**src/rtl/alsu_verificador.sv**
```systemverilog
// rtl/alsu_verificador.sv - golden-model checker aligned to a pipelined 16-bit ALSU
module alsu_verificador #(
  parameter int LATENCIA       = 1,
  parameter int CONT_ANCHO     = 16,
  parameter bit PARAR_EN_FALLO = 1'b0
) (
  input  logic                  Reloj,
  input  logic                  Reset,
  input  logic                  Valido,
  input  logic [15:0]           TuplaA,
  input  logic [15:0]           TuplaB,
  input  logic [3:0]            Funcion,
  input  logic [15:0]           Respuesta,
  input  logic                  Cy,
  input  logic                  Ov,
  output logic                  Comparado,
  output logic [CONT_ANCHO-1:0] Correctos,
  output logic [CONT_ANCHO-1:0] Errores,
  output logic                  Fallo,
  output logic                  Detenido,
  output logic [3:0]            PrimerFuncion,
  output logic [17:0]           PrimerEsperado,
  output logic [17:0]           PrimerObtenido
);

  typedef enum logic {ACTIVO = 1'b0, DETENIDO = 1'b1} estado_t;

  localparam logic [CONT_ANCHO-1:0] CONT_MAX = {CONT_ANCHO{1'b1}};

  logic [16:0] suma;
  logic [15:0] res;
  logic        cy_e;
  logic        ov_e;
  logic [17:0] esperado;

  // Subtractions use A + ~B + 1, so bit 16 is the NOT-borrow carry.
  always_comb begin
    suma = 17'd0;
    res  = 16'd0;
    cy_e = 1'b0;
    ov_e = 1'b0;
    case (Funcion)
      4'h0: begin
        suma = {1'b0, TuplaA} + {1'b0, TuplaB};
        res  = suma[15:0];
        cy_e = suma[16];
        ov_e = (TuplaA[15] == TuplaB[15]) && (suma[15] != TuplaA[15]);
      end
      4'h1: begin
        suma = {1'b0, TuplaA} + {1'b0, ~TuplaB} + 17'd1;
        res  = suma[15:0];
        cy_e = suma[16];
        ov_e = (TuplaA[15] != TuplaB[15]) && (suma[15] != TuplaA[15]);
      end
      4'h2: begin
        suma = {1'b0, TuplaA} + 17'd1;
        res  = suma[15:0];
        cy_e = suma[16];
        ov_e = ~TuplaA[15] & suma[15];
      end
      4'h3: begin
        suma = {1'b0, TuplaA} + 17'h0_FFFF;
        res  = suma[15:0];
        cy_e = suma[16];
        ov_e = TuplaA[15] & ~suma[15];
      end
      4'h4: res = TuplaA & TuplaB;
      4'h5: res = TuplaA | TuplaB;
      4'h6: res = TuplaA ^ TuplaB;
      4'h7: res = ~TuplaA;
      4'h8: begin
        res  = {TuplaA[14:0], 1'b0};
        cy_e = TuplaA[15];
      end
      4'h9: begin
        res  = {1'b0, TuplaA[15:1]};
        cy_e = TuplaA[0];
      end
      4'hA: begin
        res  = {TuplaA[15], TuplaA[15:1]};
        cy_e = TuplaA[0];
      end
      4'hB: begin
        res  = {TuplaA[14:0], TuplaA[15]};
        cy_e = TuplaA[15];
      end
      4'hC: begin
        res  = {TuplaA[0], TuplaA[15:1]};
        cy_e = TuplaA[0];
      end
      4'hD: res = TuplaB;
      4'hE: begin
        suma = {1'b0, ~TuplaA} + 17'd1;
        res  = suma[15:0];
        cy_e = suma[16];
        ov_e = (TuplaA == 16'h8000);
      end
      default: res = 16'd0;
    endcase
  end

  assign esperado = {cy_e, ov_e, res};

  logic        cola_valido;
  logic [3:0]  cola_funcion;
  logic [17:0] cola_esperado;

  generate
    if (LATENCIA == 0) begin : g_directo
      assign cola_valido   = Valido;
      assign cola_funcion  = Funcion;
      assign cola_esperado = esperado;
    end else begin : g_linea
      logic [22:0] linea_q [LATENCIA];
      logic [22:0] linea_d [LATENCIA];

      always_comb begin
        linea_d[0] = {Valido, Funcion, esperado};
        for (int i = 1; i < LATENCIA; i++) begin
          linea_d[i] = linea_q[i-1];
        end
      end

      always_ff @(posedge Reloj) begin
        for (int i = 0; i < LATENCIA; i++) begin
          if (Reset) begin
            linea_q[i] <= 23'd0;
          end else begin
            linea_q[i] <= linea_d[i];
          end
        end
      end

      assign {cola_valido, cola_funcion, cola_esperado} = linea_q[LATENCIA-1];
    end
  endgenerate

  estado_t               estado_q, estado_d;
  logic                  comparado_q, comparado_d;
  logic [CONT_ANCHO-1:0] correctos_q, correctos_d;
  logic [CONT_ANCHO-1:0] errores_q, errores_d;
  logic                  fallo_q, fallo_d;
  logic [3:0]            primer_funcion_q, primer_funcion_d;
  logic [17:0]           primer_esperado_q, primer_esperado_d;
  logic [17:0]           primer_obtenido_q, primer_obtenido_d;

  logic [17:0] obtenido;
  logic        comparar;
  logic        discrepa;

  assign obtenido = {Cy, Ov, Respuesta};
  assign comparar = (estado_q == ACTIVO) && cola_valido;
  assign discrepa = (obtenido != cola_esperado);

  always_comb begin
    estado_d          = estado_q;
    comparado_d       = comparar;
    correctos_d       = correctos_q;
    errores_d         = errores_q;
    fallo_d           = fallo_q;
    primer_funcion_d  = primer_funcion_q;
    primer_esperado_d = primer_esperado_q;
    primer_obtenido_d = primer_obtenido_q;
    if (comparar) begin
      if (discrepa) begin
        if (errores_q != CONT_MAX) begin
          errores_d = errores_q + 1'b1;
        end
        fallo_d = 1'b1;
        if (!fallo_q) begin
          primer_funcion_d  = cola_funcion;
          primer_esperado_d = cola_esperado;
          primer_obtenido_d = obtenido;
        end
        if (PARAR_EN_FALLO) begin
          estado_d = DETENIDO;
        end
      end else if (correctos_q != CONT_MAX) begin
        correctos_d = correctos_q + 1'b1;
      end
    end
  end

  always_ff @(posedge Reloj) begin
    if (Reset) begin
      estado_q          <= ACTIVO;
      comparado_q       <= 1'b0;
      correctos_q       <= '0;
      errores_q         <= '0;
      fallo_q           <= 1'b0;
      primer_funcion_q  <= 4'd0;
      primer_esperado_q <= 18'd0;
      primer_obtenido_q <= 18'd0;
    end else begin
      estado_q          <= estado_d;
      comparado_q       <= comparado_d;
      correctos_q       <= correctos_d;
      errores_q         <= errores_d;
      fallo_q           <= fallo_d;
      primer_funcion_q  <= primer_funcion_d;
      primer_esperado_q <= primer_esperado_d;
      primer_obtenido_q <= primer_obtenido_d;
    end
  end

  assign Comparado      = comparado_q;
  assign Correctos      = correctos_q;
  assign Errores        = errores_q;
  assign Fallo          = fallo_q;
  assign Detenido       = (estado_q == DETENIDO);
  assign PrimerFuncion  = primer_funcion_q;
  assign PrimerEsperado = primer_esperado_q;
  assign PrimerObtenido = primer_obtenido_q;

endmodule

```
**config.mk**
```make
export PLATFORM = sky130hd
export DESIGN_NAME = alsu_verificador
export DESIGN_NICKNAME = d
export VERILOG_FILES = /design/src/rtl/alsu_verificador.sv
export SDC_FILE = /design/constraint.sdc
export NUM_CORES = 1
export LEC_CHECK = 0
export ABC_AREA = 1
export CORE_MARGIN = 2
export CORE_UTILIZATION = 45
export CTS_CLUSTER_SIZE = 14
export DETAILED_ROUTE_END_ITERATION = 10
export GPL_TIMING_DRIVEN = 0
export MAX_ROUTING_LAYER = met4
export PLACE_DENSITY = 0.76
export SLEW_MARGIN = 20
export SYNTH_ARGS = -nofsm -noshare
export SYNTH_HDL_FRONTEND = slang
export SYNTH_SLANG_ARGS = --single-unit
```
**constraint.sdc**
```tcl
create_clock -name Reloj -period 2.7 [get_ports Reloj]
set_input_delay 0.27 -clock Reloj [delete_from_list [all_inputs] [get_ports Reloj]]
set_output_delay 0.27 -clock Reloj [all_outputs]
set_load 0.05 [all_outputs]
```
==> results.tsv, run 1 <==
metric	value	unit
status	complete, no violations	
vias in the first global route	9633	
filler cell count	2039	
Post-Syn Nets	1627	
kind of critical path	primary input to flop	
Worst slew margin	0.422	
Layout area overhead	23.9	%
Mapped Cells	1510	
synthesized flop and latch total	97	
Num Clock Sinks	97	
Crit path buffers/inverters	4	
Crit. Startpoint	TuplaA[15]	
PD cells	367	nW/um^2
Post-Route WL	34100	microns
layout cell share with drive strength beyond 1	0.0663	
Post-DRT Antenna Nets	0	
Core Rows	51	
Max Clock Freq	0.374	GHz
grt ovf	0	
clock skew	18.3	ps
io pins	132	
critical path's slowest cell	clkdlybuf4s50_1	
share of the yosys chip area belonging to registers	0.218	
Clk pin slew, worst setup/hold paths	70	ps
Tmin final	2670	ps
hold_sp	PrimerObtenido[13]	
total CTS buffers	9	
Clock Latency Late Sink	350	ps
CP Cell Sequence	clkdlybuf4s50_1 -> clkbuf_4 -> inv_1 -> ha_1 -> inv_1 -> o22ai_1 -> nor2_1 -> nand2_1 -> nor2_2 -> nand2_1 -> nor2_4 -> nor2_1	
DRC viols	0	
routed vias	10700	
Port-buffer cells	130	
DR iter-0 viols	766	
Die Y	145	microns
worst slew pin tran	864	ps
TritonCTS clock tree	done	
Starting Density	0.458	
LEAKAGE	0.00482	uW
Synth Cell Area	8920	sq um
worst r2r src	Correctos[0]	
final setup fails	0	
Arr. time, crit path	2880	ps
die area	21000	sq um
setup repair after global routing missed its margin	true	
Final period util	0.990	
fin util	0.568	
slowest cell delay on critical path	570	ps
Diodes inserted	0	
clock root cell	clkbuf_16	
Area after DPL	10600	sq um
GRT Total Usage	0.332	
fin. max-slew vios	0	
DR vias/cell	5.55	
Die Span X	145	microns
Core Box Area	19500	sq um
initial antenna violation count	0	
Yosys warnings	0	
family with the most delay on the worst path	buffers and inverters	
DP Worst Slack	-931	ps
CP Launch Type	primary input	
Worst Path Max Fanout	9	
Post-CTS Hold Fix Bufs	0	
Max clock buf depth	2	
max cap viols	0	
count of final hold-check violations	0	
Clock H-tree levels	3	
Req. time, crit path	2910	ps
fin nets	1771	
drt wl/cell	17.7	microns
global-route wire length before repair	52000	microns
Pre-antenna DRT Iters	6	
Placer Congestion	1.07	
overall power	4060	uW
Max IR drop VDD	0.000277	V
largest net degree at the start of global routing	17	
fin area	11100	sq um
Crit. End Element	flop	
Hold Crit Class	flop to flop	
dpl hpwl	27500	microns
syn avg cell area	5.91	sq um
Netlist cell types	43	
setup ws final	26.6	ps
cell families (layout without fill, tap and decap cells):
group | after synthesis | after routing | share of synthesized area
other | 1 | 1 | 0.000420
flip-flops | 97 | 97 | 0.218
AND/OR/NAND/NOR | 879 | 879 | 0.428
buffers and inverters | 233 | 382 | 0.104
XOR/XNOR | 50 | 50 | 0.0491
AO/OA/AOI/OAI | 190 | 190 | 0.115
adder cells (fa/ha/maj) | 60 | 60 | 0.0859
sequential cells by signal, indices dropped and copies added (netlist names):
signal	cells
Comparado	1
Correctos	16
Errores	16
Fallo	1
PrimerEsperado	18
PrimerFuncion	4
PrimerObtenido	18
g_linea.linea_q	23
placed cells by master (no fill, tap or decap), types with 3 or more instances in the layout:
cell,netlist,layout
inv_2,5,7
xnor2_1,23,23
nand3_1,116,115
buf_2,29,18
clkdlybuf4s50_1,0,121
and2_1,4,4
xor2_1,27,27
a22oi_1,3,3
nand2_2,4,5
buf_6,1,8
nor3_2,0,3
clkbuf_16,0,9
clkinvlp_4,0,5
nor2_1,214,202
nor3_1,22,19
nor2_4,0,5
o21bai_1,4,4
clkinv_2,0,4
ha_1,58,58
dlymetal6s2s_1,0,4
nor2_2,2,9
clkbuf_4,0,7
buf_1,8,8
nand3_2,4,4
nand4_1,97,97
dfxtp_1,97,97
o21ai_0,45,44
a21oi_1,114,110
o22ai_1,9,9
a21oi_2,0,4
clkbuf_1,24,19
inv_1,159,154
buf_4,3,8
or2_2,3,3
nand2_1,405,404
o211ai_1,4,4
area by class of cell:
| cell class | count | area [sq um] | area share |
|---|---|---|---|
| clock buffers | 11 | 253 | 0.0229 |
| plain buffers | 64 | 364 | 0.0329 |
| flip-flops and latches | 97 | 1940 | 0.176 |
| well taps | 265 | 332 | 0.0300 |
| clock inverters | 5 | 37.5 | 0.00340 |
| multi-input cells | 1180 | 6150 | 0.556 |
| repair buffers | 134 | 1330 | 0.120 |
| inverters | 168 | 646 | 0.0584 |
power by group:
part | leakage (uW) | switching (uW) | internal (uW)
registers | 0.000790 | 45.5 | 1490
clock network | 0.000138 | 548 | 678
logic | 0.00390 | 876 | 424
total | 0.00482 | 1470 | 2590
metal layers:
layer	wire length, microns	up-vias	global-route usage
li1	-	5236	-
met1	14200	4818	0.409
met2	15500	510	0.532
met3	2500	118	0.0444
met4	1870	0	0.170
met5	0	-	-
path summary, 6_finish.rpt:
path	endpoint	slack, ps	cells past startpoint
worst min register to register	PrimerObtenido[13]	460	2
worst min-delay path	PrimerObtenido[13]	460	2
worst max register to register	Correctos[13]	480	7
worst max-delay path	g_linea.linea_q[0][15]	30	12
Yosys cell counts (all sizes together):
| cell | number | area, sq um |
|---|---|---|
| o21a | 1 | 7.51 |
| conb | 1 | 3.75 |
| nand3 | 120 | 621 |
| o21ai | 45 | 225 |
| nand4 | 98 | 619 |
| nor3 | 23 | 126 |
| and2 | 4 | 25.0 |
| nor3b | 1 | 12.5 |
| o221ai | 2 | 17.5 |
| nand3b | 2 | 15.0 |
| or2 | 3 | 18.8 |
| xnor2 | 23 | 201 |
| o211ai | 4 | 30.0 |
| clkinv | 4 | 15.0 |
| ha | 58 | 726 |
| o22ai | 9 | 56.3 |
| a31oi | 1 | 6.26 |
| xor2 | 27 | 236 |
| a22oi | 3 | 22.5 |
| nand2 | 409 | 1550 |
| nor4 | 2 | 12.5 |
| o32ai | 2 | 17.5 |
| o2bb2ai | 1 | 8.76 |
| inv | 164 | 616 |
| fa | 2 | 40.0 |
| a211oi | 2 | 15.0 |
| nor2b | 1 | 6.26 |
| nor2 | 216 | 816 |
| dfxtp | 97 | 1940 |
| buf | 41 | 209 |
| a21oi | 114 | 571 |
| o21bai | 4 | 30.0 |
| a21boi | 2 | 15.0 |
| clkbuf | 24 | 90.1 |
worst register-to-register path: stages, from the launching register on:
cell	delay, ps
dfxtp_1	460
ha_1	280
nand2_1	110
nor3b_2	320
nand4_1	310
clkbuf_1	330
nand4_1	180
a21oi_1	80
repair_timing:
item                                    CTS  global route
endpoints found under the setup margin   13             9
pin swaps                                 0             0
gates resized for setup                  36            46
hold endpoints to repair                  0             0
setup buffers                             1             3
per-stage QoR:
step	hold WS, ps	TNS (ps)	std cells
6_report	459	0	1924
5_1_grt	477	-18.5	1924
4_1_cts	463	0	1921
3_5_place_dp	452	-7490	1905
3_3_place_gp	449	-7290	1905
2_1_floorplan	377	0	1510
Power figures use the tool's default switching activity.
==> inputs of run 2 (changes only) <==
- CELL_PAD_IN_SITES_DETAIL_PLACEMENT: default -> 0
- CELL_PAD_IN_SITES_GLOBAL_PLACEMENT: default -> 1
- CORE_UTILIZATION: 45 -> 38
- PLACE_DENSITY: 0.76 -> 0.89
- REMOVE_ABC_BUFFERS: default -> 1
==> results.tsv, run 2 (synthesis results as in run 1) <==
metric	value	unit	change
Arr. time, crit path	2800	ps	was 2880 ps
routed vias	10300		was 10700
Core Rows	56		was 51
status	complete, no violations		unchanged
Post-DRT Antenna Nets	0		unchanged
Most flops, register	g_linea.linea_q		unchanged
Hold Crit Class	primary input to flop		was flop to flop
layout cell share with drive strength beyond 1	0.0513		was 0.0663
Area after DPL	10400	sq um	was 10600 sq um
fin area	10800	sq um	was 11100 sq um
PD cells	377	nW/um^2	was 367 nW/um^2
Post-Route WL	33500	microns	was 34100 microns
cell mode on critical path	nand2_1		
DR vias/cell	5.39		was 5.55
die area	24700	sq um	was 21000 sq um
initial antenna violation count	0		unchanged
LEAKAGE	0.00466	uW	was 0.00482 uW
commonest non-fill, non-tap cell in the layout	nand2_1		unchanged
total CTS buffers	9		unchanged
Reg area	1950	sq um	was 1940 sq um
DRC viols	0		unchanged
Clock H-tree levels	3		unchanged
placed insts	1897		was 1905
io pins	132		unchanged
Post-CTS Hold Fix Bufs	0		unchanged
fin. max-slew vios	0		unchanged
Final period util	0.957		was 0.990
Tmin final	2580	ps	was 2670 ps
Num Clock Sinks	97		unchanged
TritonCTS clock tree	done		unchanged
Core Box Area	23300	sq um	was 19500 sq um
largest net degree at the start of global routing	52		was 17
Die Y	157	microns	was 145 microns
Req. time, crit path	2920	ps	was 2910 ps
Die Span X	157	microns	was 145 microns
GRT Total Usage	0.273		was 0.332
Port-buffer cells	130		unchanged
Diodes inserted	0		unchanged
Max IR drop VDD	0.000315	V	was 0.000277 V
multi-input logic area	6170	sq um	was 6150 sq um
clock root cell	clkbuf_16		unchanged
Worst slew margin	0.314		was 0.422
filler cell count	2471		was 2039
CP Cell Sequence	clkdlybuf4s50_1 -> ha_2 -> inv_1 -> fa_2 -> inv_1 -> nand2_1 -> nand3_1 -> nand2_1 -> nand2_1 -> nand2_1 -> nand3_1 -> nand3_1 -> nor2_2 -> nor2_1		was clkdlybuf4s50_1 -> clkbuf_4 -> inv_1 -> ha_1 -> inv_1 -> o22ai_1 -> nor2_1 -> nand2_1 -> nor2_2 -> nand2_1 -> nor2_4 -> nor2_1
worst slew pin tran	1020	ps	was 864 ps
Pre-antenna DRT Iters	5		was 6
final setup fails	0		unchanged
commonest non-fill, non-tap cells in the layout	nand2_1, nor2_1, inv_1, nand3_1, a21oi_1		was nand2_1, nor2_1, inv_1, clkdlybuf4s50_1, nand3_1
CP Launch Type	primary input		unchanged
vias in the first global route	9419		was 9633
slowest cell delay on critical path	560	ps	was 570 ps
Starting Density	0.383		was 0.458
fin nets	1710		was 1771
post-route insts no fill	1917		was 1924
grt ovf	0		unchanged
kind of critical path	primary input to flop		unchanged
max cap viols	0		unchanged
DR iter-0 viols	908		was 766
Max Clock Freq	0.387	GHz	was 0.374 GHz
critical path's slowest cell	clkdlybuf4s50_1		unchanged
drt wl/cell	17.5	microns	was 17.7 microns
Clock Latency Late Sink	350	ps	about the same
Max clock buf depth	2		unchanged
Crit. End Element	flop		unchanged
global-route wire length before repair	51100	microns	was 52000 microns
Worst Path Max Fanout	4		was 9
max FFs per register	23		unchanged
setup repair after global routing missed its margin	false		was true
Placer Congestion	1.00		was 1.07
Clk pin slew, worst setup/hold paths	70	ps	about the same
Layout area overhead	21.1	%	was 23.9%
count of final hold-check violations	0		unchanged
dpl hpwl	25300	microns	was 27500 microns
clock skew	13.0	ps	was 18.3 ps
-- run 2: critical path: cells and delay by family --
family / cells / cell delay, ps
and+or+nand+nor: 9 / 1060
buffers and inverters: 3 / 780
adders and majority gates: 2 / 670
-- run 2: worst paths after layout --
check | startpoint | slack (ps) | to | depth (start not counted)
worst max register to register | g_linea.linea_q[0][2] | 410 | PrimerObtenido[5] | 11
worst max-delay path | TuplaB[0] | 120 | g_linea.linea_q[0][14] | 14
worst min register to register | PrimerEsperado[16] | 460 | PrimerEsperado[16] | 2
worst min-delay path | Reset | 330 | g_linea.linea_q[0][20] | 2
-- run 2: per-layer routing --
layer  GRT usage  routed length (microns)  vias up
met2       0.444                    15300      435
met1       0.337                    14300     4689
met4       0.120                     1490        0
li1            -                        -     5114
met5           -                        0        -
met3      0.0366                     2490       95
-- run 2: metrics by stage --
step           hold WS, ps  setup slack (ps)  setup TNS, ps  utilization  power, uW
6_report               330               116              0        0.464       4080
5_1_grt                339              11.8              0        0.464       4280
4_1_cts                324              9.62              0        0.462       4070
3_5_place_dp           452              -845         -39010        0.447       2770
3_3_place_gp           447             -1950        -136280        0.444       2760
2_1_floorplan          339              -230          -9210            -       2280
-- run 2: layout make-up --
type | count | area share
clock buffer | 11 | 0.0225
clock inverter | 5 | 0.00568
inverter | 168 | 0.0591
multi-input combinational | 1182 | 0.571
sequential | 97 | 0.180
tap | 319 | 0.0370
timing repair buffer | 135 | 0.125
-- run 2: repair_timing --
| action | in CTS | in global routing |
|---|---|---|
| setup buffers | 0 | 2 |
| gates resized for setup | 36 | 31 |
| cloned | 1 | 1 |
| pin swaps | 1 | 2 |
| endpoints found under the setup margin | 52 | 39 |
-- run 2: power breakdown --
group | switching [uW] | internal (uW) | total [uW]
Clock | 552 | 750 | 1300
Combinational | 847 | 397 | 1240
Sequential | 43.0 | 1490 | 1530
==> inputs of run 3 (changes only) <==
- ABC_AREA: 1 -> 0
- CORE_UTILIZATION: 38 -> 40
- PLACE_DENSITY: 0.89 -> 0.9
==> results.tsv, run 3 <==
metric	value	unit	change
GRT Total Usage	0.252		was 0.273
synth top area cells	dfxtp_1, ha_1, mux2i_1		was dfxtp_1, nand2_1, nor2_1
DR vias/cell	5.91		was 5.39
Layout area overhead	28.4	%	was 21.1%
Core Rows	51		was 56
overall power	4000	uW	was 4080 uW
Req. time, crit path	2940	ps	was 2920 ps
share of the yosys chip area belonging to registers	0.246		was 0.218
Max Clock Freq	0.380	GHz	was 0.387 GHz
total CTS buffers	9		unchanged
Max clock buf depth	2		unchanged
most frequent cell after synthesis	nor2_1		was nand2_1
number of synthesized flops with an enable pin	0		unchanged
syn avg cell area	7.71	sq um	was 5.91 sq um
commonest non-fill, non-tap cell in the layout	nor2_1		was nand2_1
Mapped Cells	1023		was 1510
sequential power share	0.383		was 0.375
io pins	132		unchanged
count of final hold-check violations	0		unchanged
die area	20900	sq um	was 24700 sq um
top cell type's share of synthesized area	0.246		was 0.218
reg2reg path depth	9		was 11
Net Sw Power	1370	uW	was 1440 uW
Pre-antenna DRT Iters	7		was 5
final setup fails	0		unchanged
clock root cell	clkbuf_16		unchanged
global-route wire length before repair	40400	microns	was 51100 microns
Worst slew margin	0.463		was 0.314
switching share of power	0.343		was 0.354
largest net degree at the start of global routing	53		was 52
TritonCTS clock tree	done		unchanged
DRC viols	0		unchanged
Clock Latency Late Sink	350	ps	about the same
met2 wire length	11900	microns	was 15300 microns
grt ovf	0		unchanged
Arr. time, crit path	2880	ps	was 2800 ps
Starting Density	0.407		was 0.383
Area after DPL	9440	sq um	was 10400 sq um
status	complete, no violations		unchanged
DRT met1 WL	11400	microns	was 14300 microns
commonest non-fill, non-tap cells in the layout	nor2_1, clkdlybuf4s50_1, dfxtp_1, nand2_1, mux2i_1		was nand2_1, nor2_1, inv_1, nand3_1, a21oi_1
Clock H-tree levels	3		unchanged
Post-CTS Hold Fix Bufs	0		unchanged
Diodes inserted	0		unchanged
area leader, netlist	dfxtp_1		unchanged
Port-buffer cells	130		unchanged
Clk pin slew, worst setup/hold paths	70	ps	about the same
Die Span X	144	microns	was 157 microns
CP Launch Type	primary input		unchanged
Hold Crit Class	primary input to flop		unchanged
clock power share	0.290		was 0.320
Crit. End Element	flop		unchanged
layout cell share with drive strength beyond 1	0.116		was 0.0513
Num Clock Sinks	97		unchanged
PD cells	394	nW/um^2	was 377 nW/um^2
worst slew pin tran	804	ps	was 1020 ps
vias in the first global route	7343		was 9419
fin nets	1225		was 1710
synthesized flop and latch total	97		unchanged
kind of critical path	primary input to flop		unchanged
LEAKAGE	0.00382	uW	was 0.00466 uW
initial antenna violation count	0		unchanged
dpl hpwl	19200	microns	was 25300 microns
Tmin final	2630	ps	was 2580 ps
fin util	0.523		was 0.464
Most used DFF post-synth	dfxtp_1		unchanged
Max IR drop VDD	0.000247	V	was 0.000315 V
fin area	10100	sq um	was 10800 sq um
Worst Path Max Fanout	7		was 4
Placer Congestion	0.903		was 1.00
Core Box Area	19400	sq um	was 23300 sq um
Int Pwr	2620	uW	was 2630 uW
Post-Route WL	26200	microns	was 33500 microns
Yosys warnings	0		unchanged
Netlist cell types	80		was 43
fin. max-slew vios	0		unchanged
Synth Cell Area	7890	sq um	was 8920 sq um
Post-DRT Antenna Nets	0		unchanged
placed insts	1357		was 1897
Die Y	144	microns	was 157 microns
max FFs per register	23		unchanged
Final period util	0.975		was 0.957
top post-synthesis cells by count	nor2_1, dfxtp_1, nand2_1		was nand2_1, nor2_1, inv_1
Min-Delay Path Depth	2		unchanged
WL met3	2550	microns	was 2490 microns
Most flops, register	g_linea.linea_q		unchanged
routed vias	8143		was 10300
setup repair after global routing missed its margin	true		was false
max cap viols	0		unchanged
DR iter-0 viols	791		was 908
post-route insts no fill	1378		was 1917
r2r setup slk	230	ps	was 410 ps
Post-synth ARST share	0		unchanged
Combinational Power Share	0.327		was 0.305
clock skew	9.68	ps	was 13.0 ps
drt wl/cell	19.0	microns	was 17.5 microns
uppermost layer routed	met4		unchanged
run 3: cell types whose count changed in the layout (fill, tap and decap cells not counted), moves of 14 or more:
cell | previous run | this run
inv_1 | 158 | 50
nand3_1 | 115 | 31
a21oi_1 | 114 | 46
nor2_1 | 207 | 136
a31oi_1 | 1 | 16
mux2i_1 | 0 | 55
nand2_1 | 405 | 62
nand4_1 | 97 | 23
xor2_1 | 27 | 41
run 3: worst paths after layout:
kind	start	to
hold reg to reg	g_linea.linea_q[0][20]	PrimerFuncion[2]
hold / removal	Reset	g_linea.linea_q[0][20]
setup reg to reg	g_linea.linea_q[0][5]	PrimerEsperado[4]
setup / recovery	TuplaB[6]	g_linea.linea_q[0][15]
run 3: final cells by class:
type	count	area, sq um
multi-input cells	798	5890
inverters	57	219
clock buffers	10	229
clock inverters	6	45.0
well taps	265	332
flip-flops and latches	97	1940
fillers	1885	9260
repair buffers	145	1480
run 3: worst max-delay path: stages:
cell and delay, ps:
clkdlybuf4s50_1 500, inv_1 70, ha_2 420, inv_2 120, a2111oi_4 350, a21oi_4 130
a31oi_4 340, a221oi_4 120, a2111o_1 420, o211a_1 120
run 3: metrics by stage:
step | setup slack (ps) | hold WS [ps] | setup TNS, ps
finish | 68.8 | 300 | 0
global route | -20.4 | 314 | -31.2
CTS | -26.6 | 295 | -26.6
detailed placement | -1360 | 468 | -23850
global placement | -2720 | 447 | -167150
floorplan | -942 | 337 | -37700
run 3: what timing repair did:
action	CTS	global route
endpoints found under the setup margin	18	20
endpoints found under the hold margin	0	0
pin swaps	9	11
setup buffers	3	2
gates resized for setup	78	76
run 3: cell families (layout without fill, tap and decap cells):
family          Yosys count  after routing  share of synthesized area
fa+ha+maj                60             60                     0.0970
compound gates          253            253                      0.225
simple gates            365            365                      0.227
other cells               1              1                   0.000475
xor+xnor                 64             64                     0.0710
buf+inv                 128            218                     0.0633
flops                    97             97                      0.246
mux                      55             55                     0.0698
run 3: layer usage:
layer | vias up | GRT usage
met2 | 409 | 0.393
met3 | 33 | 0.0341
met4 | 0 | 0.0669
li1 | 3890 | -
met5 | - | -
met1 | 3811 | 0.343
run 3: power groups by stage:
stage	Sequential [uW]	Combinational [uW]	Clock, uW
after detailed placement	1560	1170	0
after floorplan	1650	606	0
after CTS	1530	1210	1190
after global routing	1540	1400	1230
final	1530	1310	1160
after global placement	1560	1150	0
